[config.mk]
export PLATFORM = sky130hd
export DESIGN_NAME = decode_issue_ctrl
export DESIGN_NICKNAME = d
export VERILOG_FILES = /design/src/rtl/decode_issue_ctrl.sv
export SDC_FILE = /design/constraint.sdc
export NUM_CORES = 1
export LEC_CHECK = 0
export ABC_AREA = 1
export CORE_ASPECT_RATIO = 0.8
export CORE_MARGIN = 2
export CORE_UTILIZATION = 55
export CTS_CLUSTER_DIAMETER = 200
export DETAILED_ROUTE_END_ITERATION = 16
export PLACE_DENSITY = 0.93
export SYNTH_ARGS = -nofsm -noshare
export SYNTH_HDL_FRONTEND = slang
export SYNTH_SLANG_ARGS = --single-unit
[constraint.sdc]
create_clock -name clock -period 2.6 [get_ports clock]
set_input_delay 0.52 -clock clock [delete_from_list [all_inputs] [get_ports clock]]
set_output_delay 0.52 -clock clock [all_outputs]
set_load 0.01 [all_outputs]
[src/rtl/decode_issue_ctrl.sv]
// In-order issue control: a single issue register fed from the instruction buffer,
// guarded by a per-register pending-writeback scoreboard and a one-deep muldiv busy FSM.
module decode_issue_ctrl #(
    parameter int CNT_W = 2
) (
    input  logic        clock,
    input  logic        reset_n,
    input  logic        fifo_empty,
    output logic        ibuffer_pop,
    input  logic [4:0]  dec_rs1,
    input  logic [4:0]  dec_rs2,
    input  logic [4:0]  dec_rd,
    input  logic        dec_uses_rs1,
    input  logic        dec_uses_rs2,
    input  logic        dec_need_to_wb,
    input  logic        dec_is_muldiv,
    input  logic [47:0] dec_pc,
    output logic        issue_valid,
    input  logic        issue_ready,
    output logic [4:0]  issue_rd,
    output logic        issue_need_to_wb,
    output logic        issue_is_muldiv,
    output logic [47:0] issue_pc,
    input  logic        wb_valid,
    input  logic [4:0]  wb_rd,
    input  logic        md_done,
    input  logic        flush,
    output logic [31:0] stall_cycles
);

    localparam logic [CNT_W-1:0] CNT_MAX = '1;

    typedef enum logic {IDLE, MD_BUSY} state_t;

    state_t           state, state_nxt;
    logic [CNT_W-1:0] cnt [32];

    logic fire, slot_free, fire_acc, md_fire;
    logic rs1_haz, rs2_haz, rd_haz, md_haz, hazard;

    function automatic logic [CNT_W-1:0] sat_step(input logic [CNT_W-1:0] c,
                                                  input logic inc, input logic dec);
        if (inc && !dec && c != CNT_MAX) return c + 1'b1;
        if (dec && !inc && c != '0)      return c - 1'b1;
        return c;
    endfunction

    assign fire      = issue_valid & issue_ready;
    assign slot_free = ~issue_valid | fire;
    // A flushed instruction is discarded, so it neither books a writeback nor starts the muldiv unit.
    assign fire_acc  = fire & ~flush;
    assign md_fire   = fire_acc & issue_is_muldiv;

    assign rs1_haz = dec_uses_rs1 & (dec_rs1 != 5'd0) &
                     ((cnt[dec_rs1] != '0) | (issue_valid & issue_need_to_wb & (issue_rd == dec_rs1)));
    assign rs2_haz = dec_uses_rs2 & (dec_rs2 != 5'd0) &
                     ((cnt[dec_rs2] != '0) | (issue_valid & issue_need_to_wb & (issue_rd == dec_rs2)));
    assign rd_haz  = dec_need_to_wb & (dec_rd != 5'd0) & (cnt[dec_rd] == CNT_MAX);
    assign md_haz  = dec_is_muldiv & ((state == MD_BUSY) | (issue_valid & issue_is_muldiv));
    assign hazard  = rs1_haz | rs2_haz | rd_haz | md_haz;

    assign ibuffer_pop = reset_n & ~fifo_empty & slot_free & ~hazard & ~flush;

    always_ff @(posedge clock or negedge reset_n) begin
        if (!reset_n) begin
            issue_valid      <= 1'b0;
            issue_rd         <= '0;
            issue_need_to_wb <= 1'b0;
            issue_is_muldiv  <= 1'b0;
            issue_pc         <= '0;
        end else if (flush) begin
            issue_valid <= 1'b0;
        end else if (ibuffer_pop) begin
            issue_valid      <= 1'b1;
            issue_rd         <= dec_rd;
            issue_need_to_wb <= dec_need_to_wb;
            issue_is_muldiv  <= dec_is_muldiv;
            issue_pc         <= dec_pc;
        end else if (fire) begin
            issue_valid <= 1'b0;
        end
    end

    // x0 is never written after reset, so it reads as zero forever.
    always_ff @(posedge clock or negedge reset_n) begin
        if (!reset_n) begin
            for (int r = 0; r < 32; r++) cnt[r] <= '0;
        end else begin
            for (int r = 1; r < 32; r++)
                cnt[r] <= sat_step(cnt[r],
                                   fire_acc & issue_need_to_wb & (issue_rd == 5'(r)),
                                   wb_valid & (wb_rd == 5'(r)));
        end
    end

    always_ff @(posedge clock or negedge reset_n) begin
        if (!reset_n) begin
            state        <= IDLE;
            stall_cycles <= '0;
        end else begin
            state <= state_nxt;
            if (~fifo_empty & slot_free & hazard & ~flush)
                stall_cycles <= stall_cycles + 32'd1;
        end
    end

    always_comb begin
        state_nxt = state;
        case (state)
            IDLE:    if (md_fire) state_nxt = MD_BUSY;
            MD_BUSY: if (md_done && !md_fire) state_nxt = IDLE;
            default: state_nxt = IDLE;
        endcase
    end

endmodule

==> impl_results.md <==
- Most common cell in the netlist: nand2_1
- Wirelength, routed: 35700 um
- Crit start category: flop
- Worst min path class: in2async
- Post-synth cell types: 36
- Iteration-0 DRC Markers: 1109
- Final worst-path cycle share: 100%
- Synthesized Nets: 1603
- Synth cell count leaders: nand2_1 (383), inv_1 (221), nor2_1 (184), dfrtp_1 (151), nand3_1 (106)
- Crit path largest cell delay: 0.40 ns
- Comb pwr share: 41.6%
- Final Hold Viols: 0
- Post-synthesis sequential element count: 151
- Path type of the worst setup path: reg2out
- Clock slew at reported path FFs: 0.08 ns
- Synth area leaders: dfrtp_1 (36%), nand2_1 (14%), inv_1 (8.0%), ha_1 (7.6%), nor2_1 (6.6%)
- Synthesized instance count: 1461
- Pre-Repair DR Iteration Count: 7
- Nets: 1851
- Area after DPL: 0.0130 mm2
- Fmax: 383 MHz
- FP Rows: 44
- CP Cell Sequence: buf_4, nand3_2, nand2_2, nand2_1, o21ai_0, o21ai_1, nand3_1, nand2_1, nand2_2, inv_2, nand4_4, inv_2, buf_6
- Sw Share: 42.2%
- Tmin final: 2.61 ns
- Worst Setup Slack post-DPL: -0.730 ns
- PortBufs: 167
- Cts bufs inserted: 17
- Synth Flop Type: dfrtp_1
- Fraction of layout cells with a size suffix above 1: 11.4%
- Vias per Instance: 5.68
- Chip width: 158 um
- Register share of total power: 35.4%
- EDFF count, synth: 0
- Die height: 127 um
- Total track usage: 36.2%
- Async set-reset flop share out of synthesis: 100%
- Syn avg cell area: 7.11 um2
- Core Footprint: 0.0183 mm2
- Critical Path Fanout Max: 2
- Peak VDD IR: 0.528 mV
- Clock Sink Count: 151
- Data required, critical path: 2.08 ns
- Slowest CP cell: dfrtp_1
- First-pass GRT wire length: 56500 um
- Reg2reg setup slack: 0.17 ns
- Run status: finished, violations left
- Worst-skew pair later-pin latency: 0.44 ns
- Routed via count: 11200
- CTS tree: done
- Setup violators final: 1
- PwrDens: 799 mW/mm2
- Relative slew margins: 40.5%
- Pin count of the biggest net entering global routing: 152
- Area Overhead vs Synth: 32.0%
- Initial Util: 56.7%
- Number of max-cap violations: 0
- Root Driver: clkbuf_16
- Int Pwr: 6.34 mW
- Routability cong.: 1.09
- Arr. time, crit path: 2.09 ns
- Antenna violations before repair: 0
- Final Slew Violations: 0
- Die area: 0.0200 mm2
- Synth top area share: 36.4%
- Post-synth top area cell: dfrtp_1
- Failing checks: negative setup slack
- Detailed placer's ending HPWL: 26700 um
- Diode count: 0
- Ports: 168
- Syn Std Cell Area: 0.0104 mm2
- Clk_skew: 0.0186 ns
- CTS H-tree lvls: 4
- Antenna-violating nets left: 0
- Post-synthesis sequential area ratio: 36.4%
- Worst Setup End Kind: output port
- NetSw: 4.62 mW
- PnR worst setup slack: -0.0113 ns
- Tot Pwr: 11.0 mW
- Finished Cell Area: 0.0137 mm2
- Clock power frac: 22.9%
- Clk buf depth: 2
- Grt ovf: 0
- # DRC: 0
- Slew @ Worst Pin: 0.893 ns
- Setup total negative slack: -0.0113 ns
- WL/cell: 18.1 um
- Vias in the first global route: 11200
- Synth Warn #: 2
- Leak pwr: 6.74 nW
- RSZ-0062 raised after global routing: true
-- state kept, by name, indices dropped and copies added, names as in the netlist --
name              count
stall_cycles         32
issue_pc             48
issue_valid           1
cnt                  62
issue_is_muldiv       1
state                 1
issue_rd              5
issue_need_to_wb      1
-- layout by cell type (no fill, tap or decap), drive strengths merged, types with 23 or more instances in the layout --
| master | netlist | routed |
|---|---|---|
| nand4 | 64 | 64 |
| o21ai | 29 | 29 |
| inv | 229 | 238 |
| ha | 63 | 63 |
| clkdlybuf4s50 | 0 | 154 |
| nor2 | 188 | 188 |
| xor2 | 55 | 55 |
| nand2 | 384 | 384 |
| buf | 26 | 108 |
| nor3 | 51 | 51 |
| dfrtp | 151 | 151 |
| nand3 | 107 | 107 |
| o221ai | 23 | 23 |
-- cell type report --
class | count | area [um2]
inverter | 229 | 862
fill | 1344 | 4620
multi-input combinational | 1037 | 5640
sequential | 151 | 3780
tap | 253 | 317
clock buffer | 17 | 425
clock inverter | 15 | 169
timing repair buffer | 273 | 2520
-- logic make-up (layout without fill, tap and decap cells) --
group	after synthesis	in the layout	synth area share, %
muxes	2	2	0.217
adders and majority gates	63	63	7.59
and+or+nand+nor	824	824	34.5
xor gates and xnor gates	63	63	5.31
AOI/OAI and AO/OA	85	85	5.52
DFF	151	151	36.4
buffers and inverters	273	534	10.5
-- power groups by stage --
stage / registers [mW] / logic (mW) / clock network, mW
after CTS: 3.81 / 4.42 / 2.53
after floorplan: 3.80 / 2.07 / 0
after detailed placement: 3.82 / 4.35 / 0
after global placement: 3.81 / 4.12 / 0
after global routing: 3.96 / 4.98 / 2.64
final: 3.88 / 4.56 / 2.51
-- through the flow --
stage	utilization, %	hold slack [ns]	cells
5_1_grt	74.8	0.270	1975
3_3_place_gp	70.7	0.453	1938
4_1_cts	74.2	0.306	1973
3_5_place_dp	70.7	0.457	1938
2_1_floorplan	-	0.224	1461
6_report	74.8	0.168	1975
-- repair_timing --
item | CTS | global route
resized for setup | 27 | 50
gates cloned | 1 | 0
hold buffers | 0 | 0
setup buffers | 2 | 2
setup endpoints to repair | 33 | 34
pin swaps | 5 | 15
-- final timing paths --
| check | start | endpoint | depth (start not counted) |
|---|---|---|---|
| worst max-delay path | cnt[16] | ibuffer_pop | 13 |
| worst min-delay path | reset_n | cnt[21] | 2 |
| worst max register to register | cnt[21] | stall_cycles[19] | 17 |
| worst min register to register | issue_pc[19] | issue_pc[19] | 2 |
| max in group asynchronous | reset_n | cnt[48] | 2 |
| min in group clock | issue_pc[19] | issue_pc[19] | 2 |
-- critical path: cells and delay by family (launching register included) --
family	cells	cell delay, ns
compound gates	2	0.23
buf+inv	4	0.39
flops	1	0.40
simple gates	7	0.63
-- layer usage --
layer | wire length (um) | track usage (%) | up-vias
li1 | - | - | 5178
met1 | 13800 | 45.9 | 5259
met2 | 16500 | 57.9 | 668
met3 | 3950 | 10.9 | 118
met4 | 1460 | 14.4 | 0
met5 | 0 | 0 | -
(Power assumes the default switching activity.)
